**src/rtl/rv32_pkg.sv**
```systemverilog
// Shared RV32 load/store encodings and the dmem_ctrl state encoding.
// Used by dmem_ctrl and dmem_lane_align.
package rv32_pkg;

  localparam logic [2:0] F3_B  = 3'b000;
  localparam logic [2:0] F3_H  = 3'b001;
  localparam logic [2:0] F3_W  = 3'b010;
  localparam logic [2:0] F3_BU = 3'b100;
  localparam logic [2:0] F3_HU = 3'b101;

  typedef enum logic [1:0] {
    ST_IDLE = 2'd0,
    ST_REQ  = 2'd1,
    ST_DONE = 2'd2
  } dmem_state_e;

  typedef enum logic [1:0] {
    SZ_B = 2'd0,
    SZ_H = 2'd1,
    SZ_W = 2'd2
  } mem_size_e;

  // Reserved encodings (011/110/111) behave as full-word accesses.
  function automatic mem_size_e f3_size(input logic [2:0] f3);
    mem_size_e sz;
    case (f3)
      F3_B, F3_BU: sz = SZ_B;
      F3_H, F3_HU: sz = SZ_H;
      default:     sz = SZ_W;
    endcase
    return sz;
  endfunction

endpackage

```
**src/rtl/dmem_lane_align.sv**
```systemverilog
// Combinational lane logic: store byte enables / lane replication and
// load lane extraction with sign or zero extension.
module dmem_lane_align
  import rv32_pkg::*;
(
  input  mem_size_e   st_size_i,
  input  logic [1:0]  st_lo_i,
  input  logic [31:0] st_wdata_i,
  output logic [3:0]  st_be_o,
  output logic [31:0] st_wdata_o,
  input  logic [2:0]  ld_funct3_i,
  input  logic [1:0]  ld_lo_i,
  input  logic [31:0] ld_rdata_i,
  output logic [31:0] ld_data_o
);

  logic [7:0]  ld_byte;
  logic [15:0] ld_half;
  logic        ld_signed;

  always_comb begin
    st_be_o    = 4'b1111;
    st_wdata_o = st_wdata_i;
    case (st_size_i)
      SZ_B: begin
        st_be_o    = 4'b0001 << st_lo_i;
        st_wdata_o = {4{st_wdata_i[7:0]}};
      end
      SZ_H: begin
        st_be_o    = st_lo_i[1] ? 4'b1100 : 4'b0011;
        st_wdata_o = {2{st_wdata_i[15:0]}};
      end
      default: begin
        st_be_o    = 4'b1111;
        st_wdata_o = st_wdata_i;
      end
    endcase
  end

  // funct3[2] clear means a signed load (LB/LH).
  assign ld_byte   = ld_rdata_i[{ld_lo_i, 3'b000} +: 8];
  assign ld_half   = ld_rdata_i[{ld_lo_i[1], 4'b0000} +: 16];
  assign ld_signed = ~ld_funct3_i[2];

  always_comb begin
    ld_data_o = ld_rdata_i;
    case (f3_size(ld_funct3_i))
      SZ_B:    ld_data_o = {{24{ld_signed & ld_byte[7]}}, ld_byte};
      SZ_H:    ld_data_o = {{16{ld_signed & ld_half[15]}}, ld_half};
      default: ld_data_o = ld_rdata_i;
    endcase
  end

endmodule

```
**src/rtl/dmem_ctrl.sv**
```systemverilog
// MEM-stage data-memory sequencer: IDLE -> REQ -> DONE over a req/ack port.
// Optional DMEM_MISALIGN_TRAP_EN: misaligned half/word accesses complete without a bus request.
module dmem_ctrl
  import rv32_pkg::*;
#(
  parameter int AddrWidth     = 10,
  parameter int DataWidth     = 32,
  parameter int TimeoutCycles = 16
) (
  input  logic                 clk,
  input  logic                 rst,
  input  logic                 mem_read_i,
  input  logic                 mem_write_i,
  input  logic [2:0]           funct3_i,
  input  logic [31:0]          addr_i,
  input  logic [DataWidth-1:0] wdata_i,
  output logic                 stall_o,
  output logic [DataWidth-1:0] rdata_o,
  output logic                 done_o,
  output logic                 bus_err_o,
  output logic                 dmem_req_o,
  output logic                 dmem_we_o,
  output logic [AddrWidth-1:0] dmem_addr_o,
  output logic [3:0]           dmem_be_o,
  output logic [DataWidth-1:0] dmem_wdata_o,
  input  logic                 dmem_ack_i,
  input  logic [DataWidth-1:0] dmem_rdata_i,
`ifdef DMEM_MISALIGN_TRAP_EN
  output logic                 misalign_o,
`endif
  output dmem_state_e          dbg_state_o
);

  localparam int CntW = (TimeoutCycles > 2) ? $clog2(TimeoutCycles) : 1;
  localparam logic [CntW-1:0] CntLast = CntW'(TimeoutCycles - 1);

  // Handshake: dmem_req_o rises on entry to REQ and holds, with stable
  // we/addr/be/wdata, until the cycle dmem_ack_i is sampled high; read data
  // is taken in that same cycle. There is no backpressure from this side.

  dmem_state_e state_q, state_d;
  logic [CntW-1:0]      cnt_q, cnt_d;
  logic                 req_q, req_d;
  logic                 we_q, we_d;
  logic [AddrWidth-1:0] addr_q, addr_d;
  logic [3:0]           be_q, be_d;
  logic [31:0]          wdata_q, wdata_d;
  logic [2:0]           ld_f3_q, ld_f3_d;
  logic [1:0]           ld_lo_q, ld_lo_d;
  logic [31:0]          rdata_q, rdata_d;
  logic                 bus_err_q, bus_err_d;

  logic        mem_req;
  logic        accept;
  logic        complete;
  logic        timeout;
  mem_size_e   size_in;
  logic [1:0]  addr_lo;
  logic [3:0]  st_be;
  logic [31:0] st_wdata;
  logic [31:0] ld_data;
  logic        unused_addr_hi;

  assign mem_req        = mem_read_i | mem_write_i;
  assign size_in        = f3_size(funct3_i);
  assign unused_addr_hi = ^addr_i[31:AddrWidth+2];

`ifdef DMEM_MISALIGN_TRAP_EN
  logic misaligned;
  logic trap;
  logic misalign_q;

  assign misaligned = ((size_in == SZ_H) & addr_i[0]) |
                      ((size_in == SZ_W) & (|addr_i[1:0]));
  assign addr_lo    = addr_i[1:0];
`else
  // Without the trap, sub-word offset bits that cannot be legal are ignored.
  always_comb begin
    case (size_in)
      SZ_H:    addr_lo = {addr_i[1], 1'b0};
      SZ_W:    addr_lo = 2'b00;
      default: addr_lo = addr_i[1:0];
    endcase
  end
`endif

  dmem_lane_align u_lane_align (
    .st_size_i   (size_in),
    .st_lo_i     (addr_lo),
    .st_wdata_i  (wdata_i),
    .st_be_o     (st_be),
    .st_wdata_o  (st_wdata),
    .ld_funct3_i (ld_f3_q),
    .ld_lo_i     (ld_lo_q),
    .ld_rdata_i  (dmem_rdata_i),
    .ld_data_o   (ld_data)
  );

  always_comb begin
    state_d  = state_q;
    accept   = 1'b0;
    complete = 1'b0;
    timeout  = 1'b0;
`ifdef DMEM_MISALIGN_TRAP_EN
    trap     = 1'b0;
`endif
    case (state_q)
      ST_IDLE: begin
        if (mem_req) begin
`ifdef DMEM_MISALIGN_TRAP_EN
          if (misaligned) begin
            state_d = ST_DONE;
            trap    = 1'b1;
          end else begin
            state_d = ST_REQ;
            accept  = 1'b1;
          end
`else
          state_d = ST_REQ;
          accept  = 1'b1;
`endif
        end
      end
      ST_REQ: begin
        // An ack on the last allowed cycle still counts as a normal completion.
        if (dmem_ack_i) begin
          state_d  = ST_DONE;
          complete = 1'b1;
        end else if (cnt_q == CntLast) begin
          state_d = ST_DONE;
          timeout = 1'b1;
        end
      end
      ST_DONE: state_d = ST_IDLE;
      default: state_d = ST_IDLE;
    endcase
  end

  always_comb begin
    cnt_d     = cnt_q;
    req_d     = req_q;
    we_d      = we_q;
    addr_d    = addr_q;
    be_d      = be_q;
    wdata_d   = wdata_q;
    ld_f3_d   = ld_f3_q;
    ld_lo_d   = ld_lo_q;
    rdata_d   = rdata_q;
    bus_err_d = timeout;
    if (accept) begin
      cnt_d   = '0;
      req_d   = 1'b1;
      we_d    = mem_write_i;
      addr_d  = addr_i[AddrWidth+1:2];
      be_d    = st_be;
      wdata_d = st_wdata;
      ld_f3_d = funct3_i;
      ld_lo_d = addr_lo;
    end else if (state_q == ST_REQ) begin
      cnt_d = cnt_q + CntW'(1);
    end
    if (complete || timeout) begin
      cnt_d   = '0;
      req_d   = 1'b0;
      we_d    = 1'b0;
      addr_d  = '0;
      be_d    = '0;
      wdata_d = '0;
    end
    if (complete && !we_q) rdata_d = ld_data;
    if (timeout) rdata_d = '0;
  end

  always_ff @(posedge clk or posedge rst) begin
    if (rst) begin
      state_q   <= ST_IDLE;
      cnt_q     <= '0;
      req_q     <= 1'b0;
      we_q      <= 1'b0;
      addr_q    <= '0;
      be_q      <= '0;
      wdata_q   <= '0;
      ld_f3_q   <= '0;
      ld_lo_q   <= '0;
      rdata_q   <= '0;
      bus_err_q <= 1'b0;
    end else begin
      state_q   <= state_d;
      cnt_q     <= cnt_d;
      req_q     <= req_d;
      we_q      <= we_d;
      addr_q    <= addr_d;
      be_q      <= be_d;
      wdata_q   <= wdata_d;
      ld_f3_q   <= ld_f3_d;
      ld_lo_q   <= ld_lo_d;
      rdata_q   <= rdata_d;
      bus_err_q <= bus_err_d;
    end
  end

`ifdef DMEM_MISALIGN_TRAP_EN
  always_ff @(posedge clk or posedge rst) begin
    if (rst) misalign_q <= 1'b0;
    else     misalign_q <= trap;
  end
  assign misalign_o = misalign_q;
`endif

  // Gating with rst lets a held request not re-raise stall while reset is applied.
  assign stall_o      = ~rst & (((state_q == ST_IDLE) & mem_req) | (state_q == ST_REQ));
  assign done_o       = (state_q == ST_DONE);
  assign bus_err_o    = bus_err_q;
  assign rdata_o      = rdata_q;
  assign dmem_req_o   = req_q;
  assign dmem_we_o    = we_q;
  assign dmem_addr_o  = addr_q;
  assign dmem_be_o    = be_q;
  assign dmem_wdata_o = wdata_q;
  assign dbg_state_o  = state_q;

endmodule

```
**config.mk**
```make
export PLATFORM = sky130hd
export DESIGN_NAME = dmem_ctrl
export DESIGN_NICKNAME = d
export VERILOG_FILES = /design/src/rtl/rv32_pkg.sv /design/src/rtl/dmem_lane_align.sv /design/src/rtl/dmem_ctrl.sv
export SDC_FILE = /design/constraint.sdc
export NUM_CORES = 1
export LEC_CHECK = 0
export ABC_CLOCK_PERIOD_IN_PS = 3000
export CAP_MARGIN = 20
export CORE_UTILIZATION = 23
export CTS_BUF_LIST = sky130_fd_sc_hd__clkbuf_8
export DETAILED_ROUTE_END_ITERATION = 10
export DONT_BUFFER_PORTS = 1
export PLACE_DENSITY = 0.37
export SETUP_SLACK_MARGIN = 0.2
export SYNTH_ARGS = -nofsm -noshare
export SYNTH_HDL_FRONTEND = slang
export SYNTH_SLANG_ARGS = --single-unit
```
**constraint.sdc**
```tcl
create_clock -name clk -period 3 [get_ports clk]
set_input_delay 0.15 -clock clk [delete_from_list [all_inputs] [get_ports clk]]
set_output_delay 0.15 -clock clk [all_outputs]
set_load 0.05 [all_outputs]
```
==> results of run 1 <==
worst max-delay path, delay by kind of cell (launching register included):
family                 cells  cell delay, ns
buffers and inverters      1            0.22
AND/OR/NAND/NOR            1            0.31
flip-flops                 1            0.61
AO/OA/AOI/OAI              2            0.48
placed cells by master, fill, tap and decap left out, types with 2 or more instances in the layout:
master	instances
sky130_fd_sc_hd__dfrtp_1	92
sky130_fd_sc_hd__dlygate4sd3_1	72
sky130_fd_sc_hd__nand2_1	59
sky130_fd_sc_hd__nand3_1	52
sky130_fd_sc_hd__o21ai_0	39
sky130_fd_sc_hd__a21oi_1	32
sky130_fd_sc_hd__nor2_1	26
sky130_fd_sc_hd__mux2i_1	24
sky130_fd_sc_hd__inv_1	15
sky130_fd_sc_hd__mux2_2	11
sky130_fd_sc_hd__a221o_2	10
sky130_fd_sc_hd__clkbuf_8	10
sky130_fd_sc_hd__buf_4	10
sky130_fd_sc_hd__o31ai_1	8
sky130_fd_sc_hd__o22ai_1	8
sky130_fd_sc_hd__a22o_1	8
sky130_fd_sc_hd__a221o_1	6
sky130_fd_sc_hd__nand2b_1	3
sky130_fd_sc_hd__bufinv_16	3
sky130_fd_sc_hd__inv_6	3
sky130_fd_sc_hd__o211ai_1	2
kinds of logic after synthesis:
kind of cell | share of synthesized area, %
and+or+nand+nor | 15.2
AOI/OAI and AO/OA | 18.9
DFF | 52.8
buffers and inverters | 4.48
muxes | 8.35
adders and majority gates | 0.287
registers in the layout, indices dropped and copies added, names as in the netlist:
| name | cells |
|---|---|
| bus_err_o | 1 |
| cnt_q | 4 |
| rdata_o | 32 |
| dmem_be_o | 4 |
| ld_lo_q | 2 |
| dbg_state_o | 2 |
| dmem_addr_o | 10 |
| dmem_wdata_o | 32 |
| ld_f3_q | 3 |
| dmem_req_o | 1 |
| dmem_we_o | 1 |
synthesized netlist by cell type (all sizes together):
cell and number:
nor2 27, ha 1, mux2i 24, o211ai 2, or2b 1, mux2 11, o21ai 40, a21oi 32
nor3 1, nor2b 1, inv 16, nand3 53, a22oi 1, a2bb2oi 1, clkbuf 24, a22o 8
a31oi 1, o22ai 8, and2b 1, a2111oi 1, a221oi 1, a21o 1, o21a 1, o31ai 8
nor3b 1, or4 1, dfrtp 92, and3 1, buf 9, a221o 16, a31o 1, nand2 59
nand2b 3
worst paths after layout:
check	slack, ns	depth (start not counted)	end
min in group asynchronous	0.35	2	dmem_be_o[1]
max in group asynchronous	1.86	3	dmem_wdata_o[25]
min reg2reg	0.58	2	cnt_q[1]
max reg2reg	0.89	5	ld_lo_q[1]
max	0.87	4	stall_o
min	0.02	2	dmem_wdata_o[29]
per-stage QoR:
step	hold slack, ns	instances	power, mW	area (sq um)	util [%]
finish	0.0194	743	6.74	5600	30.6
floorplan	0.255	448	5.11	4360	-
CTS	0.000198	742	6.82	5590	30.6
global route	0.0200	743	7.13	5600	30.6
detailed placement	0.163	654	5.63	4610	25.3
global placement	0.156	654	5.60	4610	25.3
power by group:
| part | leakage (nW) | total (mW) | internal [mW] | switching [mW] |
|---|---|---|---|---|
| combinational | 1.21 | 1.67 | 0.707 | 0.960 |
| sequential | 1.18 | 4.01 | 1.74 | 2.26 |
| clock | 0.128 | 1.06 | 0.586 | 0.477 |
| total | 2.51 | 6.74 | 3.03 | 3.70 |
final cells by class:
cell class,instances,area [sq um]
flip-flops and latches,92,2300
fillers,1940,12700
clock buffers,10,138
inverters,16,62.6
clock inverters,6,116
multi-input cells,307,1870
well taps,229,287
repair buffers,83,816
metal layers:
layer | track usage [%] | vias to the layer above | part of all wire [%]
met5 | 0 | - | 0
met4 | 5.49 | 0 | 1.8
met3 | 6.50 | 15 | 9.7
met2 | 25.3 | 146 | 48
met1 | 17.6 | 1774 | 41
li1 | - | 1728 | -
==> results.txt, run 1 <==
- Setup violations remaining at the end of the flow were counted as 0.
- Traced cell by cell, the critical path runs through nor2_1, o21ai_4, a21oi_1, buf_4.
* Gate Count Post-Synth: 448
* Number of buffers on the longest clock path: 2
- For this run, the total global-route usage over all layers was measured as 15.3%.
* Root buffer selected by CTS: sky130_fd_sc_hd__clkbuf_8
- Warnings, synthesis: 0
* FF+latch count, synth: 92
- Clock-pin slew was measured on the worst setup and hold paths at 0.09 ns.
* Number of design-rule violations left by the first detailed-router iteration: 132
- Summed over all instances, the cell type with the most area after synthesis is sky130_fd_sc_hd__dfrtp_1.
- Each instance of the synthesized netlist takes up on average 9.73 sq um.
- In this run the power density over the cells is 1200 nW/um^2.
* Final min period: 2.13 ns
- The clock reaches the later pin of the worst-skew pair after 0.37 ns.
- Detailed placement ended at an HPWL of 9.80 mm.
- # DRC: 0
* Net total in the final layout: 614
- The mapped netlist covers 4360 sq um.
- H-tree depth reported by CTS: 3
- Buffers on Ports: 0
- CP arrival: 1.98 ns
* Standby leakage power: 2.51 nW
- TritonCTS built the clock tree.
- Routability-driven placement finished with a final weighted congestion of 0.754.
- Total CTS buffers: 9
- Share of the synthesized area in the top cell type: 52.8%
- Relative max-transition margin: 36.5%
- STA classifies the critical path endpoint as a primary output.
- Across all setup checks in the final design, the least slack found is 0.869 ns.
- The total area inside the core boundary comes to 18300 sq um.
- Share of the yosys chip area belonging to registers: 52.8%
- The number of global-route vias before repair was 3777.
* Placement Rows: 49
* Launching element of the worst setup path: dbg_state_o[0]
* Count of cell types in the netlist: 39
- Worst ir drop on vdd: 0.000480 V
* Height of the die: 140 um
* Reg-to-reg startpoint: dbg_state_o[0]
- For the final database, setup skew stands at 0.0167 ns.
* Number of gates resized after cts: 0
* Post-route setup TNS: 0 ns
- Highest-delay cell along the critical path: sky130_fd_sc_hd__dfrtp_1
- Die Span X: 140 um
- The die covers 19500 sq um.
- The pre-antenna-repair detailed-routing pass consisted of 4 iterations.
- By startpoint and endpoint, the worst setup path is classified as flop to primary output.
- Timing would allow up to 469 MHz.
- For the pin with the worst max-slew slack, the measured transition is 0.950 ns.
- Using the TritonRoute via totals, the vias-per-cell ratio works out to 4.93.
- Hold Path Class: input port to flop
* Setup repair after global routing missed its margin: false
* Ant. Diodes: 0
- The largest single stage delay on the critical path is 0.61 ns.
- By area the synthesized netlist is led by sky130_fd_sc_hd__dfrtp_1 53%, sky130_fd_sc_hd__nand3_1 6.0%, sky130_fd_sc_hd__mux2i_1 5.5%, sky130_fd_sc_hd__nand2_1 5.1%, sky130_fd_sc_hd__o21ai_0 4.5%.
* Hold buffer count at cts: 72
- Final hold violation count: 0
- Final worst-path cycle share: 71.0%
* Initial antenna violation count: 0
- Total wire length: 14.7 mm
- The startpoint identified for the worst hold timing path is funct3_i[1].
- Share of layout cells above drive strength 1: 10.7%
- STA puts the critical path data required time at 2.85 ns.
- Number of nets with antenna violations after detailed routing: 0
- Count of buffers added by post-CTS timing repair for setup: 0
- Max Slew Vio Count: 0
* Global-route wire length before repair: 22.7 mm
* Area Growth Syn to Fin: 28.3%
- Number of max-cap violations: 0
- Initial core utilization: 23.9%
- Synthesized net count: 553
- For this run the aggregate overflow at the end of global routing stands at 0.
- Entering global routing, the biggest net connects 49 pins.
* Startpoint type of the worst setup path: flop
* Number of sinks driven by the clock tree: 92
- The run finished with clean final reports.
* Worst-path maximum fanout: 33
* Detail-routed net length per standard cell: 19.8 um
* I/O pin cnt: 189
- Before CTS, the worst setup slack after placement is 0.659 ns.
* Vias: 3663
No activity file was read; power rests on OpenSTA's default activity.
==> run 2, diff against run 1 <==
--- a/config.mk
+++ b/config.mk
@@ -5,13 +5,13 @@
 export SDC_FILE = /design/constraint.sdc
 export NUM_CORES = 1
 export LEC_CHECK = 0
-export ABC_CLOCK_PERIOD_IN_PS = 3000
+export ABC_CLOCK_PERIOD_IN_PS = 1800
 export CAP_MARGIN = 20
 export CORE_UTILIZATION = 23
 export CTS_BUF_LIST = sky130_fd_sc_hd__clkbuf_8
 export DETAILED_ROUTE_END_ITERATION = 10
 export DONT_BUFFER_PORTS = 1
-export PLACE_DENSITY = 0.37
+export PLACE_DENSITY = 0.38
 export SETUP_SLACK_MARGIN = 0.2
 export SYNTH_ARGS = -nofsm -noshare
 export SYNTH_HDL_FRONTEND = slang
==> constraint.sdc (replaced) <==
create_clock -name clk -period 1.8 [get_ports clk]
set_input_delay 0.09 -clock clk [delete_from_list [all_inputs] [get_ports clk]]
set_output_delay 0.09 -clock clk [all_outputs]
set_load 0.05 [all_outputs]
==> results.txt, run 2 (same netlist as run 1, synthesis figures left out) <==
- The tree is rooted in a sky130_fd_sc_hd__clkbuf_8.
* Required arrival time at the worst endpoint: 2.06 ns
- Slew @ Worst Pin: 0.601 ns
- The initial utilization of the core area, before any placement, comes to 23.9%.
- Placed cell area: 4840 sq um
- Walking the worst path, the cells encountered are mux2_4, a22oi_4, a2111oi_4, buf_12, a221o_2.
- Height of the die: 140 um
- Status: completed
- Detailed-routing iteration count for the pre-antenna-repair pass: 4
- Worst ir drop on vdd: 0.000906 V
* Max Clock Freq: 612 MHz
- Share of layout cells above drive strength 1: 18.4%
- For this run, design rule violations remaining after detail routing come to 0.
- Together, buffers and inverters on the worst path number 1.
* Met1 layer usage reported by global route: 17.7%
* Post-route setup TNS: 0 ns
* Worst-path maximum fanout: 16
* Clk Latency, worst-skew pair: 0.38 ns
* Highest-count cells in the layout ignoring fill and taps: 89 x sky130_fd_sc_hd__dfrtp_1, 78 x sky130_fd_sc_hd__dlygate4sd3_1, 58 x sky130_fd_sc_hd__nand2_1
* Placed Cells incl. Taps: 672
- The die covers 19500 sq um.
- Post-route standard cell area excluding fillers: 6070 sq um
- Hold Path Class: input port to flop
- For this design the ratio of total power to cell area is 1940 nW/um^2.
- Total wire length: 15.6 mm
- Vias: 3885
- Net total in the final layout: 655
* Initial antenna violation count: 2
- Relative max-transition margin: 59.9%
* Total CTS buffers: 9
- For this run the aggregate overflow at the end of global routing stands at 0.
* Standby leakage power: 2.73 nW
- Number of buffers on the longest clock path: 2
- Post-Route Utilization: 33.2%
* CP arrival: 1.89 ns
- Non-Filler Instances: 786
* I/O pin cnt: 189
* Total routing resource utilization after global routing: 15.9%
* Setup skew after layout: 0.0125 ns
* Final worst-path cycle share: 90.8%
- Number of design-rule violations left by the first detailed-router iteration: 175
* Startpoint type of the worst setup path: flop
- Area Growth Syn to Fin: 39.3%
* Vias in the first global route: 4075
* Number of nets with antenna violations after detailed routing: 0
- The H-tree was split into 3 levels.
* Clock-pin slew reported for the worst setup and hold paths after clock tree synthesis: 0.10 ns
* Vias/cell: 4.94
* Final setup violating endpoints: 0
* Setup repair after global routing missed its margin: true
- In this design, the stage delay of the slowest critical-path cell is 0.43 ns.
- Input and output buffers added on the ports amount to 0.
- met2 is the most crowded layer.
- Final min period: 1.63 ns
- Entering global routing, the biggest net connects 93 pins.
- The total area inside the core boundary comes to 18300 sq um.
- From left edge to right edge, the die measures 140 um.
- After floorplanning, the core was divided into 49 placement rows.
* Final weighted congestion of routability-driven global placement: 0.758
- The slowest stage of the critical path belongs to the cell sky130_fd_sc_hd__dfrtp_1.
- For this run, global-route usage on met2 was measured as 26.9%.
* TritonCTS clock tree: yes
- Max Slew Vio Count: 0
- Final hold violation count: 0
- Global-route wire length before repair: 23.6 mm
- The tree built by TritonCTS fans out to 92 sinks.
- For this run, global-route usage on met3 was measured as 6.92%.
- Most frequent standard cell in the layout excluding fill and tap cells: sky130_fd_sc_hd__dfrtp_1
- The worst setup path is captured at a flop.
* Detail Placement HPWL: 9.63 mm
- In the final routed layout, each cell accounts on average for 19.8 um.
- Max-cap violations in this run came to 0.
- Cell family with most CP delay: compound AO/OA/AOI/OAI gates
* Hold Worst Slack: 0.0195 ns
- Worst setup path class: flop to flop
==> run 2: changes by cell type in the layout (fill, tap and decap cells not counted), sizes merged <==
cell and delta:
buf +32, dlygate4sd3 +6, bufinv -2, clkinvlp +2, diode +2, clkbuf +1, clkinv +1, o21ai +1
==> run 2: what timing repair did <==
| action | in CTS | in global routing |
|---|---|---|
| buffers inserted | 8 | 6 |
| pin swaps | 3 | 21 |
| gates cloned | 1 | 2 |
| hold buffers | 79 | 0 |
| hold endpoints to repair | 177 | 0 |
| resized for setup | 2 | 6 |
| setup endpoints to repair | 43 | 73 |
==> run 2: final cells by class <==
class | count | area, sq um
Clock inverter | 7 | 80.1
Tap cell | 229 | 287
Clock buffer | 9 | 124
Timing Repair Buffer | 123 | 1270
Antenna cell | 2 | 5.00
Sequential cell | 92 | 2310
Inverter | 16 | 63.8
Fill cell | 1884 | 12200
Multi-Input combinational cell | 308 | 1940
==> run 2: power by group <==
group | switching, mW | internal (mW) | total [mW]
Combinational | 2.22 | 1.75 | 3.97
Clock | 0.844 | 0.665 | 1.51
Sequential | 3.37 | 2.92 | 6.29
Total | 6.44 | 5.33 | 11.8
==> run 2: metal layers <==
layer / up-vias / share of wire (%)
met5: - / 0
met2: 156 / 48
met4: 0 / 1.9
li1: 1816 / -
met3: 16 / 9.1
met1: 1897 / 41
==> run 2: path summary, 6_finish.rpt <==
path                               endpoint             start  slack, ns  cells after the start
min in group asynchronous         dmem_we_o               rst       0.31                      3
setup / recovery                rdata_o[24]        ld_lo_q[0]       0.17                      5
hold reg to reg            dmem_wdata_o[26]  dmem_wdata_o[26]       0.52                      2
hold / removal                   ld_lo_q[1]       funct3_i[1]       0.02                      2
setup reg to reg                rdata_o[24]        ld_lo_q[0]       0.17                      5
max in group asynchronous        ld_lo_q[1]               rst       1.02                      3
==> run 2: per-stage QoR <==
| step | worst slack (ns) | total power [mW] |
|---|---|---|
| 6_report | 0.166 | 11.8 |
| 5_1_grt | 0.129 | 12.4 |
| 4_1_cts | 0.156 | 11.7 |
| 3_5_place_dp | 0.148 | 9.78 |
| 3_3_place_gp | 0.190 | 9.72 |
| 2_1_floorplan | 0.127 | 8.59 |
